===== src/rtl/piso_serializer_pkg.sv =====
// Shared types and helpers for the parallel-in serial-out transmitter.
package piso_pkg;

  typedef enum logic {
    IDLE  = 1'b0,
    SHIFT = 1'b1
  } state_e;

  localparam logic IDLE_LEVEL_DEF = 1'b0;

  function automatic int unsigned cnt_w(input int unsigned width);
    return (width < 2) ? 1 : $clog2(width);
  endfunction

endpackage


===== src/rtl/piso_serializer.sv =====
// Ready/valid word in, one bit per clock out on x_o with frame/done markers;
// a word accepted on the last-bit edge follows with no idle gap.
module piso_serializer
  import piso_pkg::*;
#(
  parameter int unsigned WIDTH      = 4,
  parameter bit          MSB_FIRST  = 1'b1,
  parameter logic        IDLE_LEVEL = IDLE_LEVEL_DEF
) (
  input  logic             clk,
  input  logic             reset_n,
  input  logic [WIDTH-1:0] data_i,
  input  logic             valid_i,
  output logic             ready_o,
  output logic             x_o,
  output logic             frame_o,
  output logic             done_o
);

  localparam int unsigned CNT_W = cnt_w(WIDTH);

  state_e             state_q, state_d;
  logic [CNT_W-1:0]   cnt_q, cnt_d;
  logic [WIDTH-1:0]   shreg_q, shreg_d;
  logic               x_q, x_d;
  logic               frame_q, frame_d;
  logic               done_q, done_d;

  logic               last_bit;
  logic               accept;
  logic               first_bit;
  logic               next_bit;
  logic [WIDTH-1:0]   load_rem;
  logic [WIDTH-1:0]   shift_rem;

  assign last_bit = (state_q == SHIFT) && (cnt_q == '0);
  assign ready_o  = (state_q == IDLE) || last_bit;
  assign accept   = valid_i & ready_o;

  // The first bit goes straight to x_q on the accept edge, so the shift
  // register only ever holds the bits still to be sent.
  assign first_bit = MSB_FIRST ? data_i[WIDTH-1]  : data_i[0];
  assign load_rem  = MSB_FIRST ? (data_i << 1)    : (data_i >> 1);
  assign next_bit  = MSB_FIRST ? shreg_q[WIDTH-1] : shreg_q[0];
  assign shift_rem = MSB_FIRST ? (shreg_q << 1)   : (shreg_q >> 1);

  always_comb begin
    state_d = state_q;
    cnt_d   = cnt_q;
    shreg_d = shreg_q;
    x_d     = x_q;
    frame_d = frame_q;
    done_d  = done_q;
    if (accept) begin
      state_d = SHIFT;
      cnt_d   = CNT_W'(WIDTH - 1);
      shreg_d = load_rem;
      x_d     = first_bit;
      frame_d = 1'b1;
      done_d  = 1'b0;
    end else if (state_q == SHIFT) begin
      if (cnt_q != '0) begin
        cnt_d   = cnt_q - CNT_W'(1);
        shreg_d = shift_rem;
        x_d     = next_bit;
        frame_d = 1'b1;
        done_d  = (cnt_q == CNT_W'(1));
      end else begin
        state_d = IDLE;
        shreg_d = '0;
        x_d     = IDLE_LEVEL;
        frame_d = 1'b0;
        done_d  = 1'b0;
      end
    end
  end

  always_ff @(posedge clk or negedge reset_n) begin
    if (!reset_n) begin
      state_q <= IDLE;
      cnt_q   <= '0;
      shreg_q <= '0;
    end else begin
      state_q <= state_d;
      cnt_q   <= cnt_d;
      shreg_q <= shreg_d;
    end
  end

  always_ff @(posedge clk or negedge reset_n) begin
    if (!reset_n) begin
      x_q     <= IDLE_LEVEL;
      frame_q <= 1'b0;
      done_q  <= 1'b0;
    end else begin
      x_q     <= x_d;
      frame_q <= frame_d;
      done_q  <= done_d;
    end
  end

  assign x_o     = x_q;
  assign frame_o = frame_q;
  assign done_o  = done_q;

endmodule


===== config.mk =====
export PLATFORM = sky130hd
export DESIGN_NAME = piso_serializer
export DESIGN_NICKNAME = d
export VERILOG_FILES = /design/src/rtl/piso_serializer_pkg.sv /design/src/rtl/piso_serializer.sv
export SDC_FILE = /design/constraint.sdc
export NUM_CORES = 1
export LEC_CHECK = 0
export ABC_AREA = 1
export CAP_MARGIN = 20
export CORE_AREA = 2 2 39 41
export DETAILED_ROUTE_END_ITERATION = 8
export DIE_AREA = 0 0 41 43
export SYNTH_ARGS = -nofsm -noshare
export SYNTH_HDL_FRONTEND = slang
export SYNTH_SLANG_ARGS = --single-unit

===== constraint.sdc =====
create_clock -name clk -period 1.4 [get_ports clk]
set_input_delay 0.42 -clock clk [delete_from_list [all_inputs] [get_ports clk]]
set_output_delay 0.42 -clock clk [all_outputs]
set_load 0.05 [all_outputs]

# Word level (Yosys, flattened, before mapping)

Index checks and enable logic that the tools add are counted.

Register bits: 10
Input port bits: 7
Output and inout bits: 4
Logic and storage cells: 34

Bitwise gates (word level): 2
Multiplexer cells: 17
Reduce and logical (&&, ||, !) cells: 7
Eq/ne operators: 1
$add $sub $neg: 1

Operator list:

| kind                                              | number |
|---|---|
| two-way mux 4 bit                                 | 3 |
| two-way mux 1 bit                                 | 11 |
| two-way mux 2 bit                                 | 3 |
| nonzero test 2 bit                                | 3 |
| == test 2 x 1 -> 1 bit (second input constant)    | 1 |
| zero test 2 bit                                   | 1 |
| AND reduction 2 bit                               | 1 |
| subtractor 2 x 1 -> 2 bit (second input constant) | 1 |
| AND 1 bit                                         | 1 |
| logical AND 1 bit                                 | 1 |
| logical OR 1 bit                                  | 1 |
| NOT 1 bit                                         | 1 |

# Logic depth before layout (Yosys ltp)

Word-level depth: 6
Gate-level depth with buffers: 8
Gate-level depth less buffers: 8

# Worst setup path before layout

No wires, ideal clock.

Path kind: reg2out
Start point: reg cnt_q[0]
End point: out ready_o
Buffers on the path: 0
Data required time: 0.980 ns
Cell stages (with the launch flop): 5
Slack: 0.122 ns
Arrival: 0.858 ns
Cell sequence: dfrtp_1 > inv_1 > ha_1 > inv_1 > nand2_4

Longest elaborated chain between the ends: 3

RTL lines:

| element                  | line                  | RTL |
|---|---|---|
| start: declaration       | piso_serializer.sv:23 | `logic [CNT_W-1:0] cnt_q, cnt_d;` |
| start signal: assignment | piso_serializer.sv:85 | `cnt_q <= cnt_d;` |
| zero test 2 bit          | piso_serializer.sv:36 | `assign last_bit = (state_q == SHIFT) && (cnt_q == '0);` |
| logical AND 1 bit        | piso_serializer.sv:36 |  |
| logical OR 1 bit         | piso_serializer.sv:37 | `assign ready_o = (state_q == IDLE) \|\| last_bit;` |
| end: declaration         | piso_serializer.sv:14 | `output logic ready_o,` |

No other way between the ends.

# Worst setup path after layout

Start point: reg cnt_q[1]
End point: out ready_o

Same word-level chain as after synthesis.

==> impl_metrics.env <==
export IMPL_syn_area_um2=442
export IMPL_vias=389
export IMPL_diodes=0
export IMPL_yosysWarnings=0
export IMPL_vias_per_cell=4.42
export IMPL_fin_crit_ps=1520
export IMPL_criticalPathCategory="reg2out"
export IMPL_p_leak_uw=0.000343
export IMPL_wl_per_cell_um=11.2
export IMPL_cts_sinks=9
export IMPL_max_cap_viol_count=0
export IMPL_place_hpwl_um=711
export IMPL_fin_hold_ws_ps=455
export IMPL_final_period_utilization_pct=109
export IMPL_port_buffers=10
export IMPL_rsz0062_at_grt="yes"
export IMPL_ioPinCount=11
export IMPL_hold_class="in2async"
export IMPL_relSlewSlack_pct=72.8
export IMPL_syn_nets=61
export IMPL_rows=14
export IMPL_cts_hold_buf=0
export IMPL_grt_pass1_wl_mm=1.73
export IMPL_drt_iter0_markers=2
export IMPL_synth_top_area_share_pct=51.0
export IMPL_gp_congestion=0.759
export IMPL_clock_latency_ps=260
export IMPL_ff2ff_setup_slack_ps=140
export IMPL_p_int_uw=938
export IMPL_antenna_found_initial=0
export IMPL_drc_errors=0
export IMPL_worstPathRequired_ps=980
export IMPL_pwr_share_seq_pct=27.6
export IMPL_drive_gt1_share_pct=34.7
export IMPL_cp_start_kind="flip-flop"
export IMPL_seq_area_frac_synth_pct=51.0
export IMPL_end_kind="output pin"
export IMPL_cts_buffers_inserted=3
export IMPL_drv_slew=0
export IMPL_clkPwrFrac_pct=12.1
export IMPL_reg2reg_from="cnt_q[1]"
export IMPL_hold_viol=0
export IMPL_setup_violations=1
export IMPL_tightest_slew_ps=407
export IMPL_p_per_area_mw_per_mm2=2390
export IMPL_initial_utilization_pct=31.9
export IMPL_cts_root_buf="clkbuf_4"
export IMPL_overflow=0
export IMPL_area_growth_pct=55.8
export IMPL_synth_seq_cells=9
export IMPL_fin_util_pct=49.7
export IMPL_syn_area_per_cell_um2=8.49
export IMPL_die_area_mm2=0.00176
export IMPL_grt_usage_pct=15.6
export IMPL_finalWirelength_um=988
export IMPL_synth_distinct_cells=11
export IMPL_arrival_ps=1100
export IMPL_setup_ws_ps=-125
export IMPL_finClkSkew_ps=1.05
export IMPL_crit_fanout=2
export IMPL_tritoncts="yes"
export IMPL_p_sw_uw=707
export IMPL_combPwrFrac_pct=60.4
export IMPL_regToRegEndpoint="shreg_q[3]"
export IMPL_die_w_um=41
export IMPL_reg2regPathDepth=9
export IMPL_cts_htree_levels=1
export IMPL_core_area_mm2=0.00138
export IMPL_cts_max_path_buffers=2
export IMPL_yosysTopAreaCell="dfrtp_1"
export IMPL_sw_frac_of_total_pct=43.0
export IMPL_grt_max_degree=10
export IMPL_dr_pass1_iters=4
export IMPL_max_freq_ghz=0.656
export IMPL_synthCells=52
export IMPL_path_clk_slew_ps=60
export IMPL_grt_pass1_vias=415
export IMPL_final_antenna_net_count=0
export IMPL_peakVddDrop_uv=829
export IMPL_status="finished, violations left"
export IMPL_final_nets=82
export IMPL_die_h_um=43
export IMPL_violations="setup timing"
export IMPL_yosys_top_cells_area="dfrtp_1 (51%), nand2_1 (14%), nand3_1 (10%)"
[stage by stage]
step                TNS (ps)  worst slack [ps]  area (um^2)  std cells  power (uW)
floorplan                  0               122          442         52         920
global placement        -450              -103          624         81        1310
detailed placement      -696              -151          624         81        1330
CTS                     -131              -131          688         88        1640
global route            -180              -180          688         88        1770
finish                  -125              -125          688         88        1650
[how the worst max path moves through the flow]
stage	from	endpoint	slack, ps	cells past startpoint
after floorplan	cnt_q[0]	ready_o	120	4
after global placement	valid_i	shreg_q[3]	-100	5
after CTS	cnt_q[0]	ready_o	-130	5
after global routing	cnt_q[0]	ready_o	-180	5
final	cnt_q[1]	ready_o	-120	5
after detailed placement	valid_i	shreg_q[3]	-150	5
[power groups by stage]
stage	registers (uW)	clock network (uW)	logic [uW]
floorplan	545	0	375
global placement	453	0	860
detailed placement	453	0	874
CTS	454	210	980
global route	463	223	1080
finish	453	199	993
[synthesized netlist by cell type (all sizes together)]
library cell	number
o21ai	2
ha	2
nand2	20
nor2	1
inv	9
nand3	9
dfrtp	9
[kinds of logic (layout without fill, tap and decap cells)]
kind of cell | after synthesis | after routing | synth area share [%]
fa+ha+maj | 2 | 2 | 5.66
simple gates | 30 | 30 | 32.6
flops | 9 | 9 | 51.0
buf+inv | 9 | 29 | 7.65
compound gates | 2 | 2 | 3.12
[cells in the final DEF, fill, tap and decap left out, drive strengths merged]
cell type	netlist	final
nor2	1	1
clkdlybuf4s50	0	6
ha	2	2
clkbuf	0	4
nand2	20	20
dfrtp	9	9
o21ai	2	2
nand3	9	9
inv	9	9
buf	0	10
[routing by layer]
| layer | vias up | GRT usage, % | part of all wire (%) |
|---|---|---|---|
| met4 | 0 | 8.00 | 1.9 |
| met5 | - | 0 | 0 |
| met2 | 9 | 22.5 | 52 |
| li1 | 200 | - | - |
| met3 | 2 | 9.42 | 5.4 |
| met1 | 178 | 17.2 | 40 |
[registers in the layout, summed over array words and instances (netlist names)]
signal   count
state_q      1
cnt_q        2
x_o          1
frame_o      1
shreg_q      3
done_o       1
[critical path, stage by stage, from the launching register on]
cell and delay, ps:
dfrtp_1 390, inv_2 90, ha_4 140, inv_4 40, nand2_4 60, buf_12 130
[what timing repair did]
item                                    4_1_cts  5_1_grt
gates resized for setup                       6        0
gates cloned                                  0        0
endpoints found under the setup margin        1        1
buffers inserted                              3        0
[area by class of cell]
cell class                 instances  area (um^2)
clock buffer                       4         26.3
fill                             125          696
inverter                           9         36.3
multi-input combinational         34          195
sequential                         9          225
tap                               16         20.0
timing repair buffer              16          185
Power figures use the tool's default switching activity.
